File: config.mk
export PLATFORM = sky130hd
export DESIGN_NAME = raster_pixel_traversal_flat
export DESIGN_NICKNAME = d
export VERILOG_FILES = /design/src/rtl/raster_pixel_traversal_if.sv /design/src/rtl/raster_pixel_traversal.sv /design/src/flat_wrapper.sv
export SDC_FILE = /design/constraint.sdc
export NUM_CORES = 1
export LEC_CHECK = 0
export BUFFER_PORTS_ARGS = -buffer_cell sky130_fd_sc_hd__buf_2
export CORE_MARGIN = 4
export CORE_UTILIZATION = 60
export DETAILED_ROUTE_END_ITERATION = 10
export PLACE_DENSITY_LB_ADDON = 0.2
export SYNTH_ARGS = -nofsm -noshare
export SYNTH_HDL_FRONTEND = slang
export SYNTH_SLANG_ARGS = --single-unit
export TNS_END_PERCENT = 100
File: constraint.sdc
create_clock -name clk -period 7.1 [get_ports clk]
set_clock_uncertainty 0.15 [all_clocks]
set_input_delay 1.42 -clock clk [delete_from_list [all_inputs] [get_ports clk]]
set_output_delay 1.42 -clock clk [all_outputs]
set_load 0.02 [all_outputs]
File: src/rtl/raster_pixel_traversal_if.sv
// Triangle/pixel record types and the handshake bundle between triangle setup,
// the raster traversal block and pixel evaluation.
package raster_pkg;
  typedef struct packed {
    logic [7:0]  id;
    logic [15:0] bbox_min_x;
    logic [15:0] bbox_max_x;
    logic [15:0] bbox_min_y;
    logic [15:0] bbox_max_y;
    logic [15:0] denom_inv;   // Q0.16
  } triangle_state_t;

  typedef struct packed {
    logic [15:0]     x;
    logic [15:0]     y;
    triangle_state_t triangle;
  } pixel_state_t;
endpackage

interface raster_pixel_traversal_if;
  import raster_pkg::*;
  triangle_state_t tri_in;
  logic            tri_in_valid;
  logic            tri_in_ready;
  pixel_state_t    pixel_out;
  logic            pixel_out_valid;
  logic            pixel_out_ready;

  modport slave  (input  tri_in, tri_in_valid, pixel_out_ready,
                  output tri_in_ready, pixel_out, pixel_out_valid);
  modport master (output tri_in, tri_in_valid, pixel_out_ready,
                  input  tri_in_ready, pixel_out, pixel_out_valid);
endinterface

File: src/rtl/raster_pixel_traversal.sv
// Walks the screen-clipped bbox of each triangle in raster order, one pixel per
// cycle, with a single registered output stage.
module raster_pixel_traversal
  import raster_pkg::*;
#(
    parameter int SCREEN_WIDTH  = 320,
    parameter int SCREEN_HEIGHT = 240
) (
    input  logic clk,
    input  logic rst_n,
    raster_pixel_traversal_if.slave bus,
    output logic tri_done,
    output logic busy
);
    localparam logic [15:0] XMAX = 16'(SCREEN_WIDTH - 1);
    localparam logic [15:0] YMAX = 16'(SCREEN_HEIGHT - 1);

    typedef enum logic [1:0] {IDLE, CLIP, SCAN} state_t;
    state_t state, state_n;

    triangle_state_t tri_reg;
    pixel_state_t    pix_q;
    logic [15:0]     cmax_x, cmax_y, cur_x, cur_y;
    logic [15:0]     clip_x, clip_y;
    logic            vld_q, last_q, empty_pend;
    logic            advance, at_last, empty, empty_evt, last_hs;

    assign clip_x    = (tri_reg.bbox_max_x > XMAX) ? XMAX : tri_reg.bbox_max_x;
    assign clip_y    = (tri_reg.bbox_max_y > YMAX) ? YMAX : tri_reg.bbox_max_y;
    assign empty     = (tri_reg.bbox_min_x > clip_x) || (tri_reg.bbox_min_y > clip_y);
    assign advance   = !vld_q || bus.pixel_out_ready;
    assign at_last   = (cur_x == cmax_x) && (cur_y == cmax_y);
    assign empty_evt = (state == CLIP) && empty;
    assign last_hs   = vld_q && bus.pixel_out_ready && last_q;

    always_comb begin
        state_n = state;
        case (state)
            IDLE:    if (bus.tri_in_valid) state_n = CLIP;
            CLIP:    state_n = empty ? IDLE : SCAN;
            SCAN:    if (advance && at_last) state_n = IDLE;
            default: state_n = IDLE;
        endcase
    end

    always_ff @(posedge clk or negedge rst_n) begin
        if (!rst_n) state <= IDLE;
        else        state <= state_n;
    end

    always_ff @(posedge clk or negedge rst_n) begin
        if (!rst_n) begin
            tri_reg <= '0;
            cmax_x  <= '0;
            cmax_y  <= '0;
            cur_x   <= '0;
            cur_y   <= '0;
        end else begin
            if (state == IDLE && bus.tri_in_valid) tri_reg <= bus.tri_in;
            if (state == CLIP) begin
                cmax_x <= clip_x;
                cmax_y <= clip_y;
                cur_x  <= tri_reg.bbox_min_x;
                cur_y  <= tri_reg.bbox_min_y;
            end
            if (state == SCAN && advance) begin
                if (cur_x == cmax_x) begin
                    cur_x <= tri_reg.bbox_min_x;
                    cur_y <= cur_y + 16'd1;
                end else begin
                    cur_x <= cur_x + 16'd1;
                end
            end
        end
    end

    // Output stage; last_q rides along so tri_done follows the real handoff.
    always_ff @(posedge clk or negedge rst_n) begin
        if (!rst_n) begin
            pix_q  <= '0;
            vld_q  <= 1'b0;
            last_q <= 1'b0;
        end else if (advance) begin
            if (state == SCAN) begin
                pix_q  <= '{x: cur_x, y: cur_y, triangle: tri_reg};
                vld_q  <= 1'b1;
                last_q <= at_last;
            end else begin
                vld_q  <= 1'b0;
                last_q <= 1'b0;
            end
        end
    end

    // A last-pixel handoff wins the pulse; an empty-triangle pulse waits a cycle.
    always_ff @(posedge clk or negedge rst_n) begin
        if (!rst_n) begin
            tri_done   <= 1'b0;
            empty_pend <= 1'b0;
        end else begin
            tri_done   <= last_hs || empty_evt || empty_pend;
            empty_pend <= last_hs && (empty_evt || empty_pend);
        end
    end

    assign bus.tri_in_ready    = (state == IDLE);
    assign bus.pixel_out       = pix_q;
    assign bus.pixel_out_valid = vld_q;
    assign busy                = (state != IDLE) || vld_q;
endmodule

File: src/flat_wrapper.sv
// flat-port wrapper written by rule: the top's interface ports become plain ports
module raster_pixel_traversal_flat import raster_pkg::*;
#(
    parameter int SCREEN_WIDTH  = 320,
    parameter int SCREEN_HEIGHT = 240
)
  (clk, rst_n, tri_done, busy, bus_tri_in, bus_tri_in_valid, bus_pixel_out_ready, bus_tri_in_ready, bus_pixel_out, bus_pixel_out_valid);
  raster_pixel_traversal_if bus_i ();
  input  logic clk;
  input  logic rst_n;
  output logic tri_done;
  output logic busy;
  input wire logic [$bits(bus_i.tri_in)-1:0] bus_tri_in;
  input wire logic [$bits(bus_i.tri_in_valid)-1:0] bus_tri_in_valid;
  input wire logic [$bits(bus_i.pixel_out_ready)-1:0] bus_pixel_out_ready;
  output wire logic [$bits(bus_i.tri_in_ready)-1:0] bus_tri_in_ready;
  output wire logic [$bits(bus_i.pixel_out)-1:0] bus_pixel_out;
  output wire logic [$bits(bus_i.pixel_out_valid)-1:0] bus_pixel_out_valid;
  assign bus_i.tri_in = bus_tri_in;
  assign bus_i.tri_in_valid = bus_tri_in_valid;
  assign bus_i.pixel_out_ready = bus_pixel_out_ready;
  assign bus_tri_in_ready = bus_i.tri_in_ready;
  assign bus_pixel_out = bus_i.pixel_out;
  assign bus_pixel_out_valid = bus_i.pixel_out_valid;
  raster_pixel_traversal #(.SCREEN_WIDTH(SCREEN_WIDTH), .SCREEN_HEIGHT(SCREEN_HEIGHT)) u_core (.clk(clk), .rst_n(rst_n), .bus(bus_i), .tri_done(tri_done), .busy(busy));
endmodule
* Yosys cells after proc, flatten, opt, wreduce, memory -nomap -nowiden
Cells that the tools add are included.
Cells by class: order comparisons 4, equality and inequality tests 6, reductions and logical operators 20, $add $sub $neg 2, multiplexer cells 14
Operator list (count):
- 16-bit 2-to-1 mux | 8
- 16-bit by 1-bit adder with 16-bit output (second input constant) | 2
- 16-bit equality test | 2
- 16-bit > comparator | 2
- 16-bit by 8-bit > comparator with 1-bit output (second input constant) | 1
- 16-bit by 9-bit > comparator with 1-bit output (second input constant) | 1
- 1-bit logical AND | 8
- 1-bit logical OR | 6
- 2-bit 2-to-1 mux | 3
- 2-bit one-hot mux with 3 select lines | 1
- 2-bit AND reduction | 2
- 2-bit nonzero test | 2
- 2-bit by 1-bit equality test with 1-bit output (second input constant) | 1
- 2-bit equality test (second input constant) | 1
- 2-bit logical NOT | 1
- 1-bit 2-to-1 mux | 2
- 2-bit by 1-bit inequality test with 1-bit output (second input constant) | 1
- 2-bit inequality test (second input constant) | 1
- 1-bit logical NOT | 1
Word-level totals: word-level logic and storage cells 69, input bits 92, output and inout bits 124, register bits after elaboration 278

* Longest topological paths before layout
Gate-level depths: netlist of the first run.
depth after elaboration 7, gate-level depth with buffers 12, gate-level depth less buffers 12

* Worst setup path after synthesis of the first run
No wires, ideal clock.
kind input to register, start point input bus_pixel_out_ready, end point register u_core.pix_q, in the netlist u_core.bus.pixel_out[0], stages on the path 8, library setup time 65 ps, required time 6885 ps, buffers on the path 4, arrival 2676 ps, setup slack 4209 ps, path through nand2b_1 nand2b_1 buf_2 buf_2 clkbuf_1 clkbuf_1 nand2_1 nand2_1
Between the ends: longest elaborated chain between the ends 2
RTL lines:
- start: declaration | line flat_wrapper.sv:15 | input wire logic [$bits(bus_i.pixel_out_ready)-1:0] bus_pixel_out_ready;
- 1-bit logical OR | line raster_pixel_traversal.sv:31 | assign advance = !vld_q || bus.pixel_out_ready;
- 2-bit AND reduction (no line)
- end signal: assignment | line raster_pixel_traversal.sv:85 | pix_q <= '{x: cur_x, y: cur_y, triangle: tri_reg};
- end: declaration | line raster_pixel_traversal.sv:22 | pixel_state_t pix_q;
Every way passes these cells. A chain may end at the register's enable or synchronous reset.

* Worst setup path in the final report of the first run
start point input bus_pixel_out_ready, end point register u_core.cur_x[14]
Between the ends: longest elaborated chain between the ends 3, elaborated cells on any way between the ends 4, classes of those cells mux: 1; reduce/logical: 3
RTL lines:
- 1-bit logical OR (*) | line raster_pixel_traversal.sv:31
- 1-bit logical AND (*) | line raster_pixel_traversal.sv:66 | if (state == SCAN && advance) begin
- 16-bit 2-to-1 mux or 2-bit nonzero test (tied branches)
- end signal: assignment | line raster_pixel_traversal.sv:63 | cur_x <= tri_reg.bbox_min_x;
- end signal: assignment | line raster_pixel_traversal.sv:68 | cur_x <= tri_reg.bbox_min_x;
- end signal: assignment | line raster_pixel_traversal.sv:71 | cur_x <= cur_x + 16'd1;
- end: declaration | line raster_pixel_traversal.sv:23 | logic [15:0] cmax_x, cmax_y, cur_x, cur_y;
Mark *: on every way between the ends. The rest lies on a longest branch, timed or not.

==> flow_summary.json, run 1 <==
{
  "status": "finished, final reports clean",
  "p_sw_share_pct": 39.9,
  "io_pins": 216,
  "arrival_ns": 3.66,
  "worstPathRequired_ns": 7.38,
  "drt_first_pass_iters": 5,
  "port_buffers": 215,
  "wl_um": 30300,
  "h-tree-depth": 1,
  "grt_pass1_wl_um": 49500,
  "grt_usage_pct": 27.6,
  "root_buffer": "clkbuf_16",
  "clockBufferDepth": 3,
  "wl_met3_um": 2680,
  "ys.flop_type": "dfrtp_1",
  "tightest_slew_ns": 1.21,
  "worstHoldPathType": "flip-flop to flip-flop",
  "antenna_found_initial": 2,
  "met1_length_um": 12500,
  "power.density_nw_per_um2": 484,
  "numCtsBuffers": 29,
  "hold_buffers": 0,
  "hold_slack_ns": 0.313,
  "die-height_um": 150,
  "worstSetupPathType": "input pin to flip-flop",
  "num-nets-final": 1505,
  "yosys.area_share.simple_pct": 19.4,
  "path_max_fanout": 62,
  "synth_seq_cells": 278,
  "synth_seq_area_share_pct": 57.6,
  "rsz0062_at_grt": "false",
  "p_sw_mw": 2.78,
  "r2r.worst_path.cells": 10,
  "clk_latency_ns": 0.54,
  "vias_per_cell": 5.60,
  "cts_resized": 0,
  "min_path_cells": 2,
  "die_area_um2": 22400,
  "start_util_pct": 61.4,
  "clock_sinks": 278,
  "maxCapViolations": 0,
  "wl_met2_um": 14400,
  "topRoutingLayerUsed": "met5",
  "grt_max_degree": 163,
  "p_int_mw": 4.19,
  "yosys-mux-area-fraction_pct": 8.28,
  "final_antenna_net_count": 0,
  "synth_edf_count": 0,
  "grt_pass1_vias": 9549,
  "slew_violations": 0,
  "syn_area_per_cell_um2": 10.3,
  "fin_crit_ns": 3.37,
  "clkPwrFrac_pct": 22.3,
  "start_kind": "input pin",
  "ys_warn_count": 0,
  "gr-total-overflow": 0,
  "synth.top_cells.by_area": "dfrtp_1 (58%), nand2_1 (12%), mux2_2 (8.1%)",
  "syn-cell-area_um2": 12100,
  "ys_types": 56,
  "wire_per_inst_um": 18.2,
  "setup_violations": 0,
  "largest_reg_flops": 120,
  "synth_top_family_by_area": "simple AND/OR/NAND/NOR gates",
  "hold_viol": 0,
  "period_share_pct": 47.5,
  "synth_top_area_cell": "dfrtp_1",
  "detail_route.iter0.violations": 720,
  "gp_congestion": 0.916,
  "syn_inst": 1170,
  "die_x_um": 150,
  "combPwrFrac_pct": 35.1,
  "crit_path_end_kind": "flip-flop",
  "ir_drop_mv": 0.385,
  "seqPwrFrac_pct": 42.6,
  "async_flop_share_pct": 100,
  "cts_setup_buffers": 0,
  "cts_tree": "done",
  "drcViolationCount": 0,
  "p_leak_nw": 7.24,
  "dp_hpwl_um": 19900,
  "layout_common_cells": "nand2_1 (392), dfrtp_1 (278), buf_2 (214), mux2_2 (87), o21ai_0 (39)",
  "synthAdderAreaFrac_pct": 3.52,
  "vias": 9342,
  "final_common_cell": "nand2_1",
  "synth.top_cell.area_share_pct": 57.6,
  "tns_ns": 0,
  "syn_to_final_growth_pct": 19.2,
  "slew_headroom_pct": 19.2,
  "final_util_pct": 73.2,
  "clkTransAtPathRegs_ns": 0.06,
  "synth_xor_area_share_pct": 2.32,
  "max_freq_mhz": 296,
  "core_um2": 19700,
  "rows": 51,
  "synth-compound-area-share_pct": 6.49,
  "drive_above_1_share_pct": 26.7
}
synthesized netlist by cell type, types with 12 or more instances:
cell and n:
nand2_1 392, dfrtp_1 278, mux2_2 87, clkbuf_1 43, nor2_1 39, o21ai_0 39
ha_1 34, xor2_1 32, a21oi_1 31, nand3_1 24, and2_1 16, nor3_1 14
inv_1 12
worst max-delay path, stage by stage:
cell and delay, ns:
buf_2 0.10, nor2b_1 0.09, nor2_4 0.57, buf_4 0.67
a21oi_2 0.39, o22a_1 0.31, o21a_1 0.11
layout make-up:
type	instances	area, um2
antenna	1	2.50
clock buffer	42	855
clock inverter	11	141
fill	1453	5270
inverter	12	45.0
multi-input combinational	837	4910
sequential	278	6960
tap	265	332
timing repair buffer	221	1140
power groups by stage:
stage	logic (mW)	clock network, mW	registers (mW)
floorplan	1.33	0	3.14
global placement	2.34	0	2.94
detailed placement	2.44	0	2.96
CTS	2.47	1.57	2.95
global route	2.72	1.65	3.05
finish	2.45	1.56	2.97
routing by layer:
metal | track usage [%] | vias to the layer above
met4 | 7.46 | 4
met3 | 7.33 | 60
met2 | 44.1 | 355
met1 | 38.0 | 4580
met5 | 0 | -
li1 | - | 4343
metrics by stage:
stage          cells  worst slack [ns]  instance area, um2  total power, mW
3_3_place_gp    1613              3.28               13400             5.28
3_5_place_dp    1613              3.22               13400             5.39
6_report        1667              3.73               14400             6.97
4_1_cts         1666              3.74               14400             6.99
5_1_grt         1666              3.50               14400             7.42
2_1_floorplan   1184              4.21               12100             4.48
logic make-up after synthesis:
kind of cell    count (synthesis)
simple gates                  545
compound gates                122
flops                         278
buf+inv                        69
xor+xnor                       32
other cells                     1
fa+ha+maj                      34
mux                            89
final timing paths:
check	slack [ns]	end	startpoint
min in group asynchronous	0.78	u_core.bus.pixel_out[76]	rst_n
max	3.73	u_core.cur_x[14]	bus_pixel_out_ready
min	0.31	u_core.bus.pixel_out[12]	u_core.tri_reg[12]
min reg2reg	0.31	u_core.bus.pixel_out[12]	u_core.tri_reg[12]
max in group asynchronous	4.62	u_core.cmax_x[0]	rst_n
max reg2reg	3.77	u_core.tri_done	u_core.tri_reg[58]
No activity file was read; power rests on OpenSTA's default activity.
==> inputs of run 2 (changes only) <==
- CORE_UTILIZATION: 60 -> 51
- clock period: 7.1 -> 2.7 ns (I/O delays scaled with it)
==> flow_summary.json, run 2 (same netlist as run 1, synthesis figures left out) <==
{
  "cp_num_buf_inv": 2,
  "topRoutingLayerUsed": "met5",
  "clkPwrFrac_pct": 22.5,
  "cp.depth": 12,
  "p_sw_mw": 7.46,
  "worstHoldPathType": "input pin to flip-flop",
  "grt_max_degree": 65,
  "vias": 9256,
  "power.density_nw_per_um2": 1260,
  "grt_pass1_wl_um": 50300,
  "crit_path_cell_trace": "nor4_2 > nand2_1 > a41o_1 > buf_4 > inv_1 > nand2_1 > ha_2 > nand4_1 > a2111o_1 > a31oi_4 > o21ai_2 > a21oi_1",
  "final_antenna_net_count": 0,
  "layout_common_cells": "nand2_1 (392), dfrtp_1 (278), buf_2 (214), mux2_2 (87), buf_4 (45)",
  "gp_congestion": 0.862,
  "root_buffer": "clkbuf_16",
  "worstSetupPathType": "flip-flop to flip-flop",
  "crit_family": "compound AO/OA/AOI/OAI gates",
  "clockBufferDepth": 3,
  "finalPower_mw": 18.9,
  "violations": "negative setup slack",
  "drt_first_pass_iters": 5,
  "start_util_pct": 51.6,
  "pre_cts_slack_ns": -0.348,
  "maxCapViolations": 0,
  "combPwrFrac_pct": 36.9,
  "path_max_fanout": 3,
  "start_kind": "flip-flop",
  "die_area_um2": 26200,
  "met1_length_um": 13600,
  "timing.rr.start": "u_core.tri_reg[28]",
  "period_share_pct": 102,
  "seqPwrFrac_pct": 40.6,
  "p_int_mw": 11.4,
  "worstPathRequired_ns": 3.03,
  "finalWorstSetupSlack_ns": -0.0637,
  "rows": 56,
  "wl_met2_um": 13900,
  "clkTransAtPathRegs_ns": 0.06,
  "dp_hpwl_um": 21500,
  "num-nets-final": 1552,
  "die_x_um": 162,
  "wl_um": 31000,
  "fin_crit_ns": 2.76,
  "p_sw_share_pct": 39.5,
  "cts_setup_buffers": 0,
  "cpMostUsedCell": "nand2_1",
  "p_leak_nw": 7.52,
  "rsz0062_at_grt": "true",
  "port_buffers": 215,
  "max_stage_delay_ns": 0.39,
  "clock_sinks": 278,
  "tightest_slew_ns": 0.882,
  "vias_per_cell": 5.23,
  "min_path_cells": 3,
  "core_um2": 23400,
  "tns_ns": -0.128,
  "final_common_cell": "nand2_1",
  "arrival_ns": 3.09,
  "syn_to_final_growth_pct": 24.4,
  "clk_latency_ns": 0.55,
  "startpoint": "u_core.tri_reg[28]",
  "nFillCells": 1954,
  "grt_pass1_vias": 9431,
  "cts_tree": "done",
  "wire_per_inst_um": 17.5,
  "crit_path_end_kind": "flip-flop",
  "min-delay-start": "bus_tri_in[77]",
  "diodes": 0,
  "status": "complete, but fails checks",
  "fin_area_um2": 15000,
  "io_pins": 216,
  "largest_reg_flops": 120,
  "hold_viol": 0,
  "detail_route.iter0.violations": 556,
  "setup_violations": 3,
  "antenna_found_initial": 3,
  "ir_drop_mv": 0.733,
  "slew_headroom_pct": 41.2,
  "wl_met3_um": 2810,
  "r2r.worst_path.cells": 12,
  "drive_above_1_share_pct": 30.6,
  "numCtsBuffers": 30,
  "die-height_um": 162,
  "hold_slack_ns": 0.0556,
  "drcViolationCount": 0,
  "crit_slowest_cell": "dfrtp_1",
  "max_freq_mhz": 362,
  "grt_usage_pct": 23.6,
  "h-tree-depth": 1,
  "gr-total-overflow": 0,
  "slew_violations": 0,
  "dpl_cell_area_um2": 13900
}
==> run 2: cell count changes in the layout (fill, tap and decap cells not counted), moves of 4 or more <==
cell      before  now
buf_12         1    6
buf_4          5   45
clkbuf_1       5    1
clkbuf_8       8    3
clkinv_2       4   12
nor4_1        11    7
nor4_2         4    8
==> run 2: repair_timing <==
item / CTS / global route
hold buffers: 1 / 0
gates resized for setup: 11 / 13
pin swaps: 9 / 11
endpoints found under the setup margin: 3 / 3
endpoints found under the hold margin: 46 / 0
gates cloned: 0 / 0
==> run 2: per-stage QoR <==
step	utilization, %	instances
finish	64.2	1769
global route	64.2	1769
CTS	63.9	1769
detailed placement	59.2	1713
global placement	59.2	1713
floorplan	-	1184
==> run 2: worst reg2reg max path, delay by kind of cell, from the launching register on <==
family / cells / cell delay, ns
AND/OR/NAND/NOR: 4 / 0.61
buffers and inverters: 2 / 0.19
AO/OA/AOI/OAI: 5 / 1.03
adder cells (fa/ha/maj): 1 / 0.32
flip-flops: 1 / 0.39
==> run 2: metal layers <==
layer / global-route usage (%) / vias up
met5: 0 / -
met3: 6.93 / 51
met2: 35.4 / 290
met4: 5.92 / 6
li1: - / 4448
met1: 34.0 / 4461
==> run 2: final timing paths <==
| path | slack [ns] | endpoint |
|---|---|---|
| setup / recovery | -0.06 | u_core.empty_pend |
| hold / removal | 0.06 | u_core.tri_reg[77] |
| setup reg to reg | -0.06 | u_core.empty_pend |
| hold reg to reg | 0.31 | u_core.tri_done |
| max in group asynchronous | 1.32 | u_core.tri_reg[65] |
| min in group asynchronous | 0.36 | u_core.bus.pixel_out[41] |
==> run 2: area by class of cell <==
class / instances / area (um2) / area share [%]
Clock buffer: 35 / 821 / 5.47
Clock inverter: 21 / 220 / 1.47
Inverter: 12 / 45.0 / 0.300
Multi-Input combinational cell: 837 / 5020 / 33.4
Sequential cell: 278 / 6960 / 46.3
Tap cell: 319 / 399 / 2.66
Timing Repair Buffer: 267 / 1550 / 10.3
==> run 2: power groups by stage <==
stage	registers (mW)	logic [mW]	clock network [mW]
6_report	7.67	6.97	4.25
5_1_grt	7.94	7.72	4.53
4_1_cts	7.65	6.96	4.36
3_5_place_dp	7.69	6.89	0
3_3_place_gp	7.64	6.74	0
2_1_floorplan	8.26	3.51	0
==> inputs of run 3 (changes only) <==
- SKIP_CTS_REPAIR_TIMING: not set -> 1
==> flow_summary.json, run 3 (same netlist as run 1, synthesis figures left out) <==
{
  "crit_family": "compound AO/OA/AOI/OAI gates",
  "maxCapViolations": 0,
  "dp_hpwl_um": 21500,
  "dpl_cell_area_um2": 13900,
  "tns_ns": -0.553,
  "finalWorstSetupSlack_ns": -0.223,
  "worstPathRequired_ns": 3.02,
  "worstSetupPathType": "flip-flop to flip-flop",
  "largest_reg_flops": 120,
  "gr-total-overflow": 0,
  "min-delay-start": "bus_tri_in[77]",
  "rows": 56,
  "antenna_found_initial": 3,
  "core_um2": 23400,
  "grt_max_degree": 65,
  "clockBufferDepth": 3,
  "die_area_um2": 26200,
  "layout_common_cells": "nand2_1 (392), dfrtp_1 (278), buf_2 (214), mux2_2 (87), buf_4 (46)",
  "slew_headroom_pct": 40.8,
  "crit_slowest_cell": "a2111o_1",
  "min_path_cells": 3,
  "clock_sinks": 278,
  "max_freq_mhz": 342,
  "cts_tree": "done",
  "drcViolationCount": 0,
  "wl_um": 30700,
  "crit_path_end_kind": "flip-flop",
  "path_max_fanout": 3,
  "r2r.worst_path.cells": 12,
  "root_buffer": "clkbuf_16",
  "start_kind": "flip-flop",
  "drive_above_1_share_pct": 29.8,
  "io_pins": 216,
  "diodes": 0,
  "die-height_um": 162,
  "grt_pass1_vias": 9442,
  "timing.rr.start": "u_core.tri_reg[26]",
  "rsz0062_at_grt": "true",
  "wire_per_inst_um": 17.4,
  "crit_path_cell_trace": "nor4_1 > nand2_1 > a41o_1 > or2_4 > ha_4 > nor2b_1 > o211ai_1 > a2111o_1 > a31oi_2 > buf_4 > o21ai_4 > a21oi_1",
  "ff2ff_setup_slack_ns": -0.22,
  "arrival_ns": 3.25,
  "final_common_cell": "nand2_1",
  "die_x_um": 162,
  "start_util_pct": 51.6,
  "fin_crit_ns": 2.92,
  "r2r-end": "u_core.empty_pend",
  "setup_violations": 3,
  "period_share_pct": 108,
  "status": "complete, but fails checks",
  "ir_drop_mv": 0.732,
  "clkTransAtPathRegs_ns": 0.06,
  "vias_per_cell": 5.23,
  "num-nets-final": 1553,
  "final_antenna_net_count": 0,
  "fin_area_um2": 15000,
  "violations": "negative setup slack",
  "p_leak_nw": 7.52,
  "max_stage_delay_ns": 0.42,
  "port_buffers": 215,
  "power.density_nw_per_um2": 1260,
  "numCtsBuffers": 30,
  "cp_num_buf_inv": 1,
  "worstHoldPathType": "input pin to flip-flop",
  "tightest_slew_ns": 0.887,
  "grt_usage_pct": 23.5,
  "whs_endpoint": "u_core.tri_reg[77]",
  "final_util_pct": 63.9,
  "pre_cts_slack_ns": -0.348,
  "slew_violations": 0,
  "h-tree-depth": 1,
  "gp_congestion": 0.862,
  "drt_first_pass_iters": 5,
  "clk_latency_ns": 0.55,
  "syn_to_final_growth_pct": 23.9,
  "grt_pass1_wl_um": 50100,
  "hold_viol": 0,
  "vias": 9256,
  "detail_route.iter0.violations": 572
}
run 3: where the power goes:
part           total [mW]  switching (mW)  internal [mW]
clock                4.26            1.70           2.56
sequential           7.65            1.60           6.05
combinational        6.91            4.11           2.80
total                18.8            7.41           11.4
run 3: worst register-to-register path, stage by stage (launching register included):
cell	delay, ns
dfrtp_1	0.38
nor4_1	0.30
nand2_1	0.16
a41o_1	0.27
or2_4	0.25
ha_4	0.15
nor2b_1	0.10
o211ai_1	0.09
a2111o_1	0.42
a31oi_2	0.24
buf_4	0.16
o21ai_4	0.05
a21oi_1	0.12
run 3: how the worst max path moves through the flow:
stage,startpoint,end,cells past startpoint
after floorplan,u_core.tri_reg[63],u_core.tri_done,11
after detailed placement,u_core.tri_reg[30],u_core.empty_pend,12
after global placement,u_core.tri_reg[26],u_core.empty_pend,12
after global routing,u_core.tri_reg[28],u_core.empty_pend,12
after CTS,u_core.tri_reg[30],u_core.tri_done,14
final,u_core.tri_reg[26],u_core.empty_pend,12
run 3: area by class of cell:
type / count / area, um2
Sequential cell: 278 / 6960
Clock buffer: 35 / 821
Fill cell: 1955 / 8440
Multi-Input combinational cell: 837 / 4960
Inverter: 12 / 45.0
Clock inverter: 21 / 220
Tap cell: 319 / 399
Timing Repair Buffer: 268 / 1560
run 3: through the flow:
stage          power (mW)  instances  hold WS (ns)
2_1_floorplan        11.8       1184        0.0944
3_3_place_gp         14.4       1713         0.286
3_5_place_dp         14.6       1713         0.292
4_1_cts              18.9       1769        -0.233
5_1_grt              20.1       1770        0.0363
6_report             18.8       1770        0.0550
run 3: per-layer routing:
layer  global-route usage, %  vias to the layer above  routed length, um
met5                       0                        -                 33
met3                    6.93                       50               2690
met2                    35.4                      273              13700
li1                        -                     4457                  -
met4                    5.92                        6                629
met1                    33.8                     4470              13700
